<file path="src/rtl/r5p_htif_pkg.sv">
// Shared types and constants for the r5p HTIF mailbox peripheral.
package r5p_htif_pkg;

    // Mailbox FSM: IDLE waits for a tohost write, DECODE inspects the command,
    // PUTC waits for console FIFO space, ACK posts the fromhost reply, HALT is terminal.
    typedef enum logic [2:0] {
        IDLE   = 3'd0,
        DECODE = 3'd1,
        PUTC   = 3'd2,
        ACK    = 3'd3,
        HALT   = 3'd4
    } htif_state_t;

    localparam logic [7:0] HTIF_DEV_SYS  = 8'd0;
    localparam logic [7:0] HTIF_DEV_CON  = 8'd1;
    localparam logic [7:0] HTIF_CMD_PUTC = 8'd1;

    // The 64-bit tohost word viewed as an HTIF command.
    typedef struct packed {
        logic [7:0]  dev;
        logic [7:0]  cmd;
        logic [47:0] payload;
    } htif_cmd_t;

    // Merge a bus write into a 32-bit register, one byte lane per enable bit.
    function automatic logic [31:0] merge_ben(
        input logic [31:0] old_val,
        input logic [31:0] new_val,
        input logic [3:0]  ben
    );
        logic [31:0] res;
        for (int i = 0; i < 4; i++) begin
            res[8*i +: 8] = ben[i] ? new_val[8*i +: 8] : old_val[8*i +: 8];
        end
        return res;
    endfunction

endpackage

</file>
<file path="src/rtl/r5p_htif_fifo.sv">
// Small synchronous FIFO for console characters. Pointers carry one extra
// wrap bit so full and empty are told apart by comparing the MSBs.
module r5p_htif_fifo #(
    parameter int unsigned DEPTH = 4,
    parameter int unsigned WIDTH = 8
) (
    input  logic             clk,
    input  logic             rst,
    input  logic             push,
    input  logic [WIDTH-1:0] wdat,
    input  logic             pop,
    output logic [WIDTH-1:0] rdat,
    output logic             full,
    output logic             empty
);

    localparam int unsigned AW = $clog2(DEPTH);

    logic [AW:0]      wptr_q, wptr_d;
    logic [AW:0]      rptr_q, rptr_d;
    logic [WIDTH-1:0] mem_q [DEPTH];
    logic [WIDTH-1:0] mem_d [DEPTH];

    assign empty = (wptr_q == rptr_q);
    assign full  = (wptr_q[AW] != rptr_q[AW]) && (wptr_q[AW-1:0] == rptr_q[AW-1:0]);
    assign rdat  = mem_q[rptr_q[AW-1:0]];

    // Next pointers and storage; a push into a full FIFO or a pop from an empty one is dropped.
    always_comb begin
        wptr_d = wptr_q;
        rptr_d = rptr_q;
        mem_d  = mem_q;
        if (push && !full) begin
            mem_d[wptr_q[AW-1:0]] = wdat;
            wptr_d = wptr_q + 1'b1;
        end
        if (pop && !empty) begin
            rptr_d = rptr_q + 1'b1;
        end
    end

    // State registers; reset discards any queued characters.
    always_ff @(posedge clk or posedge rst) begin
        if (rst) begin
            wptr_q <= '0;
            rptr_q <= '0;
            for (int i = 0; i < int'(DEPTH); i++) begin
                mem_q[i] <= '0;
            end
        end else begin
            wptr_q <= wptr_d;
            rptr_q <= rptr_d;
            mem_q  <= mem_d;
        end
    end

endmodule

</file>
<file path="src/rtl/r5p_htif.sv">
// HTIF tohost/fromhost mailbox on the LSU-side TCB bus with exit and
// console-putchar decoding, a console FIFO and a run timeout.
//
// Bus handshake: a transfer happens on a rising edge where tcb_vld and tcb_rdy
// are both high; tcb_rdy never depends on anything but state, address and wen,
// and read data appears on tcb_rdt in the cycle after the read transfer.
module r5p_htif
    import r5p_htif_pkg::*;
#(
    parameter int unsigned XLEN       = 32,
    parameter logic [31:0] TOHOST     = 32'h8000_1000,
    parameter logic [31:0] FROMHOST   = 32'h8000_1040,
    parameter int unsigned FIFO_DEPTH = 4,
    parameter int unsigned TIMEOUT    = 10000
) (
    input  logic              clk,
    input  logic              rst,
    input  logic              tcb_vld,
    output logic              tcb_rdy,
    input  logic              tcb_wen,
    input  logic [XLEN-1:0]   tcb_adr,
    input  logic [XLEN/8-1:0] tcb_ben,
    input  logic [XLEN-1:0]   tcb_wdt,
    output logic [XLEN-1:0]   tcb_rdt,
    output logic              con_vld,
    input  logic              con_rdy,
    output logic [7:0]        con_dat,
    output logic              halt,
    output logic              pass,
    output logic [30:0]       exit_code,
    output logic              timeout,
    output logic [2:0]        dbg_state
);

    localparam logic [31:0] TIMEOUT_W = 32'(TIMEOUT);

    htif_state_t state_q, state_d;
    logic [31:0] toh_l_q, toh_l_d, toh_h_q, toh_h_d;
    logic [31:0] frh_l_q, frh_l_d, frh_h_q, frh_h_d;
    logic [31:0] rdt_q, rdt_d, rd_val;
    logic        halt_q, halt_d, pass_q, pass_d, timeout_q, timeout_d;
    logic [30:0] exit_code_q, exit_code_d;
    logic [31:0] cnt_q, cnt_d;

    logic        sel_toh_l, sel_toh_h, sel_frh_l, sel_frh_h;
    logic        trn, wr, busy;
    logic        fifo_push, fifo_full, fifo_empty;
    htif_cmd_t   cmd_w;
    logic        unused_payload;

    assign sel_toh_l = (tcb_adr == TOHOST);
    assign sel_toh_h = (tcb_adr == TOHOST + 32'd4);
    assign sel_frh_l = (tcb_adr == FROMHOST);
    assign sel_frh_h = (tcb_adr == FROMHOST + 32'd4);

    // A command is in flight; tohost is locked against software until it retires.
    // HALT is excluded so software may keep writing tohost after exit.
    assign busy    = (state_q == DECODE) || (state_q == PUTC) || (state_q == ACK);
    assign tcb_rdy = !(busy && tcb_wen && (sel_toh_l || sel_toh_h));
    assign trn     = tcb_vld && tcb_rdy;
    assign wr      = trn && tcb_wen;

    assign cmd_w          = htif_cmd_t'({toh_h_q, toh_l_q});
    assign unused_payload = ^cmd_w.payload[47:32];

    assign tcb_rdt   = rdt_q;
    assign halt      = halt_q;
    assign pass      = pass_q;
    assign exit_code = exit_code_q;
    assign timeout   = timeout_q;
    assign con_vld   = !fifo_empty;
    assign dbg_state = state_q;

    r5p_htif_fifo #(
        .DEPTH (FIFO_DEPTH),
        .WIDTH (8)
    ) u_fifo (
        .clk   (clk),
        .rst   (rst),
        .push  (fifo_push),
        .wdat  (cmd_w.payload[7:0]),
        .pop   (con_vld && con_rdy),
        .rdat  (con_dat),
        .full  (fifo_full),
        .empty (fifo_empty)
    );

    // Read mux; unmapped addresses read as zero.
    always_comb begin
        rd_val = 32'h0;
        if (sel_toh_l) rd_val = toh_l_q;
        if (sel_toh_h) rd_val = toh_h_q;
        if (sel_frh_l) rd_val = frh_l_q;
        if (sel_frh_h) rd_val = frh_h_q;
    end

    // Bus register writes, command FSM and timeout counter; FSM updates are
    // applied after bus writes so ACK overrides a same-cycle fromhost write.
    always_comb begin
        toh_l_d     = toh_l_q;
        toh_h_d     = toh_h_q;
        frh_l_d     = frh_l_q;
        frh_h_d     = frh_h_q;
        rdt_d       = rdt_q;
        state_d     = state_q;
        halt_d      = halt_q;
        pass_d      = pass_q;
        exit_code_d = exit_code_q;
        fifo_push   = 1'b0;

        if (wr && sel_toh_l) toh_l_d = merge_ben(toh_l_q, tcb_wdt, tcb_ben);
        if (wr && sel_toh_h) toh_h_d = merge_ben(toh_h_q, tcb_wdt, tcb_ben);
        if (wr && sel_frh_l) frh_l_d = merge_ben(frh_l_q, tcb_wdt, tcb_ben);
        if (wr && sel_frh_h) frh_h_d = merge_ben(frh_h_q, tcb_wdt, tcb_ben);
        if (trn && !tcb_wen) rdt_d = rd_val;

        case (state_q)
            IDLE: begin
                if (wr && sel_toh_l && (toh_l_d != 32'h0)) state_d = DECODE;
            end
            DECODE: begin
                if ((cmd_w.dev == HTIF_DEV_SYS) && cmd_w.payload[0]) begin
                    state_d     = HALT;
                    halt_d      = 1'b1;
                    exit_code_d = cmd_w.payload[31:1];
                    pass_d      = (cmd_w.payload[31:1] == 31'h0);
                end else if ((cmd_w.dev == HTIF_DEV_CON) && (cmd_w.cmd == HTIF_CMD_PUTC)) begin
                    state_d = PUTC;
                end else begin
                    toh_l_d = 32'h0;
                    toh_h_d = 32'h0;
                    state_d = IDLE;
                end
            end
            PUTC: begin
                if (!fifo_full) begin
                    fifo_push = 1'b1;
                    state_d   = ACK;
                end
            end
            ACK: begin
                toh_l_d = 32'h0;
                toh_h_d = 32'h0;
                frh_h_d = {cmd_w.dev, cmd_w.cmd, 16'h0};
                frh_l_d = 32'h1;
                state_d = IDLE;
            end
            HALT: begin
                state_d = HALT;
            end
            default: begin
                state_d = IDLE;
            end
        endcase

        cnt_d = cnt_q;
        if ((TIMEOUT_W != 32'h0) && !halt_q && (cnt_q != TIMEOUT_W)) cnt_d = cnt_q + 32'd1;
        timeout_d = (TIMEOUT_W != 32'h0) && (cnt_d == TIMEOUT_W);
    end

    // All state registers, cleared asynchronously.
    always_ff @(posedge clk or posedge rst) begin
        if (rst) begin
            state_q     <= IDLE;
            toh_l_q     <= 32'h0;
            toh_h_q     <= 32'h0;
            frh_l_q     <= 32'h0;
            frh_h_q     <= 32'h0;
            rdt_q       <= 32'h0;
            halt_q      <= 1'b0;
            pass_q      <= 1'b0;
            exit_code_q <= 31'h0;
            timeout_q   <= 1'b0;
            cnt_q       <= 32'h0;
        end else begin
            state_q     <= state_d;
            toh_l_q     <= toh_l_d;
            toh_h_q     <= toh_h_d;
            frh_l_q     <= frh_l_d;
            frh_h_q     <= frh_h_d;
            rdt_q       <= rdt_d;
            halt_q      <= halt_d;
            pass_q      <= pass_d;
            exit_code_q <= exit_code_d;
            timeout_q   <= timeout_d;
            cnt_q       <= cnt_d;
        end
    end

endmodule

</file>
<file path="config.mk">
export PLATFORM = sky130hd
export DESIGN_NAME = r5p_htif
export DESIGN_NICKNAME = d
export VERILOG_FILES = /design/src/rtl/r5p_htif_pkg.sv /design/src/rtl/r5p_htif_fifo.sv /design/src/rtl/r5p_htif.sv
export SDC_FILE = /design/constraint.sdc
export NUM_CORES = 1
export LEC_CHECK = 0
export CAP_MARGIN = 20
export CORE_MARGIN = 10
export CORE_UTILIZATION = 50
export DETAILED_ROUTE_END_ITERATION = 10
export HOLD_SLACK_MARGIN = 0.05
export PLACE_DENSITY = 0.75
export SYNTH_ARGS = -nofsm -noshare
export SYNTH_HDL_FRONTEND = slang
export SYNTH_SLANG_ARGS = --single-unit
</file>
<file path="constraint.sdc">
create_clock -name clk -period 9.3 [get_ports clk]
set_input_delay 1.395 -clock clk [delete_from_list [all_inputs] [get_ports clk]]
set_output_delay 1.395 -clock clk [all_outputs]
set_load 0.005 [all_outputs]
</file>
Word level (Yosys, flattened, before mapping)
Cells that the tools add are included.
- bitwise logic cells: 2
- reduce and logical (&&, ||, !) cells: 46
- muxes and demuxes: 42
- eq/ne operators: 17
- $add $sub $neg: 3
- magnitude comparators: 3
- operators by type and width (kind ; count):
    $mux 32 ; 15
    $eq 32x32->1 const B ; 4
    $pmux 32 s2 ; 2
    $mux 8 ; 15
    $add 32x1->32 const B ; 1
    $bwmux 32 ; 1
    $eq 32x14->1 const B ; 1
    $ne 32x14->1 const B ; 1
    $reduce_bool 32->1 ; 1
    $logic_not 31->1 ; 1
    $reduce_and 2->1 ; 10
    $logic_and 1x1->1 ; 18
    $bmux 8 s2 ; 1
    $demux 8 s2 ; 1
    $eq 8x1->1 const B ; 2
    $pmux 3 s4 ; 1
    $reduce_bool 2->1 ; 6
    $mux 3 ; 3
    $logic_not 8->1 ; 1
    $add 3x1->3 const B ; 2
    $eq 3x2->1 const B ; 2
    $ge 3x3->1 const B ; 2
    $not 2->3 ; 2
    $logic_not 1->1 ; 5
    11 further kinds ; 15
- flip-flop bits (word level): 267
- logic and storage cells: 136
- input port bits: 73
- output and inout port bits: 79

Logic depth before layout (Yosys ltp)
- word-level depth: 14
- mapped depth: 10

By module
Synthesis repeated with hierarchy kept, for this count alone.
- cell total of the unflattened synthesis: 1116
- area total of the unflattened synthesis: 12663.4 sq um
- modules (own cells, without submodules) (module ; instances ; cells each ; area each (sq um)):
    r5p_htif ; 1 ; 995 ; 10767.8
    r5p_htif_fifo ; 1 ; 121 ; 1895.6

Worst setup path after synthesis
No wires, ideal clock.
- kind: input-to-output
- from: in tcb_adr[30]
- to: out tcb_rdy
- arrival: 3.231 ns
- required time: 7.905 ns
- stages on the path: 7
- slack: 4.674 ns
- path through: nor4b_1 nand4_1 nor2_1 clkbuf_1 clkbuf_1 clkbuf_1 nand4b_1
- cells in the longest elaborated chain, start to end: 4
- elaborated cells between the ends (all ways): 5
- classes of those cells: eq/ne (2); reduce/logical (3)
- RTL lines (item ; RTL line ; text):
    from (decl) ; r5p_htif.sv:21 ; input logic [XLEN-1:0] tcb_adr,
    $eq 32x32->1, on equally long branches ; r5p_htif.sv:51, r5p_htif.sv:52 ;
    $logic_or 1x1->1 (*) ; r5p_htif.sv:59 ; assign tcb_rdy = !(busy && tcb_wen && (sel_toh_l || sel_toh_h));
    $logic_and 1x1->1 (*) ; r5p_htif.sv:59 ;
    $logic_not 1->1 (*) ; r5p_htif.sv:59 ;
    to (decl) ; r5p_htif.sv:19 ; output logic tcb_rdy,
Mark *: on every way between the ends. The rest lies on a longest branch, timed or not.

Worst setup path in the final report
- from: in tcb_adr[31]
- to: out tcb_rdy
The elaborated chain is that of the path after synthesis.

==> results.tsv <==
stage	metric	value	unit
run_status	status	finished, final reports clean	
timing	max_slew headroom	27.2	%
layout	most common cell after layout, fill and taps aside	nand2_1	
timing	Worst-Margin Slew	1.09	ns
critical_path	Crit path required time	7.91	ns
floorplanning	# IOs	152	
synth	FFs w/ async S/R, synth	100	%
power_and_ir_drop	Leakage Power	0.00699	uW
synth	YS warnings	0	
detailed_routing	vias per cell	5.85	
power_and_ir_drop	Gate power share	4.2	%
clocking	worst skew pair latency	0.55	ns
global_routing	global-route wire length before repair	57.7	mm
clocking	Clk pin slew, worst setup/hold paths	0.06	ns
detailed_routing	Routed WL	36.2	mm
timing	Pins Over Slew Limit	0	
layout	share of cells above drive strength 1	12.1	%
placed_design	routability cong.	0.921	
floorplanning	Core Rows	58	
clocking	hold_buf cts	0	
floorplanning	Die ar.	32500	um^2
clocking	CTS Sinks	267	
global_routing	largest net degree at the start of global routing	142	
global_routing	initial antenna violation count	3	
synth	Synth Cell Area	12800	um^2
timing	Tcrit/Tclk final	54.2	%
clocking	post-CTS resize count	0	
power_and_ir_drop	clock power share	48.6	%
timing	final setup fails	0	
detailed_routing	via count	10322	
clocking	Max clock buf depth	3	
synth	Post-Syn Area per Cell	10.1	um^2
clocking	CTS Buf Count	28	
floorplanning	Core Footprint	25300	um^2
detailed_routing	Final ANT Viol Nets	0	
clocking	htree depth	1	
timing	Max Fclk	198	MHz
timing	Fin. Hold Viols	0	
floorplanning	Die X	180	um
flow_run	Max Cap Viol	0	
layout	post-route insts no fill	1763	
global_routing	via count of the first global-routing pass	10595	
global_routing	All-Layer GR Usage	21.4	%
power_and_ir_drop	Power, Total	2460	uW
power_and_ir_drop	sequential power share	47.2	%
critical_path	kind of critical path	input port to output pin	
min_path	Hold WC Path Type	register to register	
global_routing	grt ovf	0	
placed_design	hpwl dp	24.3	mm
synth	number of synthesized register bits	267	
critical_path	Slowest-stage cell, CP	nand4_1	
clocking	post-CTS setup buffer count	0	
synth	Post-synth EDFFs	0	
synth	Top FF cell, synth	dfrtp_1	
floorplanning	DIE HEIGHT	180	um
timing	post-route minimum period	5.04	ns
critical_path	Crit path largest cell delay	0.51	ns
synth	Synth Net Count	1357	
layout	NumNets Final	1491	
detailed_routing	Post-route DRC	0	
critical_path	nature of the critical path startpoint	input port	
detailed_routing	DRT iter0 DRCs	1002	
critical_path	Arr. time, crit path	3.65	ns
power_and_ir_drop	PwrDens	157	nW/um^2
placed_design	placed cell count	1707	
layout	Layout area overhead	22.1	%
placed_design	# port buffers	151	
synth	Synth cell types	53	
floorplanning	Initial Utilization	50.8	%
clocking	CTS tree	built	
clocking	root buffer cell	clkbuf_16	
power_and_ir_drop	switching share of total power	21.2	%
timing	Setup Skew	0.0211	ns
power_and_ir_drop	P_int	1940	uW
critical_path	worst-path fanout max	8	
timing	total negative setup slack	0	ns
layout	commonest non-fill, non-tap cells in the layout	324 x nand2_1, 267 x dfrtp_1, 150 x clkdlybuf4s50_1, 105 x a21oi_1, 72 x mux2_2	
power_and_ir_drop	sw power	523	uW
timing	RSZ-0062 raised after global routing	no	
synth	register area share after synthesis	52.0	%
synth	Post-Synthesis Cells	1277	
critical_path	CP dominant cell by count	clkdlybuf4s50_1	
detailed_routing	routed length per placed instance	20.5	um
detailed_routing	count of TritonRoute iterations in the first routing pass	7	
critical_path	critical path capture point type	output pin	
power_and_ir_drop	Max IR drop VDD	0.144	mV
critical_path	worst path cell trace	clkdlybuf4s50_1 -> nor4b_1 -> nand4_1 -> nor2_4 -> nand4b_1 -> clkdlybuf4s50_1	
## power groups by stage
stage                     clock network, uW  logic [uW]  registers, uW
after floorplan                           0        45.3           1180
after CTS                              1210         103           1160
after global routing                   1260         112           1160
after global placement                    0         103           1180
final                                  1200         104           1160
after detailed placement                  0         103           1180
## logic make-up after synthesis
logic type                 share of synthesized area [%]
and+or+nand+nor                                     18.5
DFF                                                 52.0
AOI/OAI and AO/OA                                   9.24
muxes                                               14.7
buffers and inverters                               2.23
xor gates and xnor gates                            2.59
adders and majority gates                          0.682
## Yosys cell counts (all sizes together), types with 8 or more instances
library cell / n / share of area (%)
nand2: 324 / 9.5
dfrtp: 267 / 52
a21oi: 105 / 4.1
mux2: 72 / 6.3
o21ai: 68 / 2.7
nor2: 59 / 1.7
mux2i: 56 / 4.4
clkbuf: 52 / 1.5
nor4: 37 / 2.0
mux4: 23 / 4.0
xor2: 23 / 1.6
nor3: 21 / 0.82
a22oi: 18 / 1.1
nand3: 18 / 0.70
xnor2: 15 / 1.0
inv: 14 / 0.41
nand4: 13 / 0.68
buf: 10 / 0.30
and4: 8 / 0.55
## cell type report
type / count / area [um^2]
tap: 330 / 413
clock buffer: 38 / 800
multi-input combinational: 934 / 5880
sequential: 267 / 6680
inverter: 14 / 60.1
timing repair buffer: 166 / 1640
clock inverter: 12 / 190
antenna: 2 / 5.00
fill: 2087 / 9580
## state kept, by name (all words and copies together), names as in the netlist
register	count
dbg_state	3
u_fifo.rptr_q	3
frh_h_q	32
toh_h_q	32
tcb_rdt	32
frh_l_q	32
cnt_q	32
u_fifo.wptr_q	3
u_fifo.mem_q	32
timeout	1
toh_l_q	32
pass	1
halt	1
exit_code	31
## worst max-delay path: cells and delay by family
kind          cells  cell delay [ns]
simple gates      4             1.29
buf+inv           2             0.97
## path summary, 6_finish.rpt
kind	start	end	slack (ns)	cells past startpoint
worst max-delay path	tcb_adr[31]	tcb_rdy	4.26	6
worst min-delay path	frh_h_q[19]	frh_h_q[19]	0.48	2
worst max register to register	halt	timeout	6.08	7
worst min register to register	frh_h_q[19]	frh_h_q[19]	0.48	2
max in group asynchronous	rst	toh_l_q[10]	6.39	3
min in group asynchronous	rst	u_fifo.mem_q[21]	1.45	2
## metrics by stage
step,util (%),setup slack [ns],hold slack [ns],area (um^2)
floorplan,-,0.551,0.445,12800
global placement,57.9,4.32,0.458,14600
detailed placement,57.9,4.26,0.471,14600
CTS,61.8,4.24,0.484,15600
global route,62.1,4.15,0.513,15700
finish,62.1,4.26,0.479,15700
## metal layers
layer | part of all wire, % | GRT usage (%) | vias to the layer above
met3 | 7.9 | 5.10 | 60
met2 | 48 | 35.6 | 445
met4 | 2.1 | 5.54 | 2
li1 | - | - | 4752
met5 | 0.036 | 0 | -
met1 | 42 | 27.6 | 5063
(Power assumes the default switching activity.)
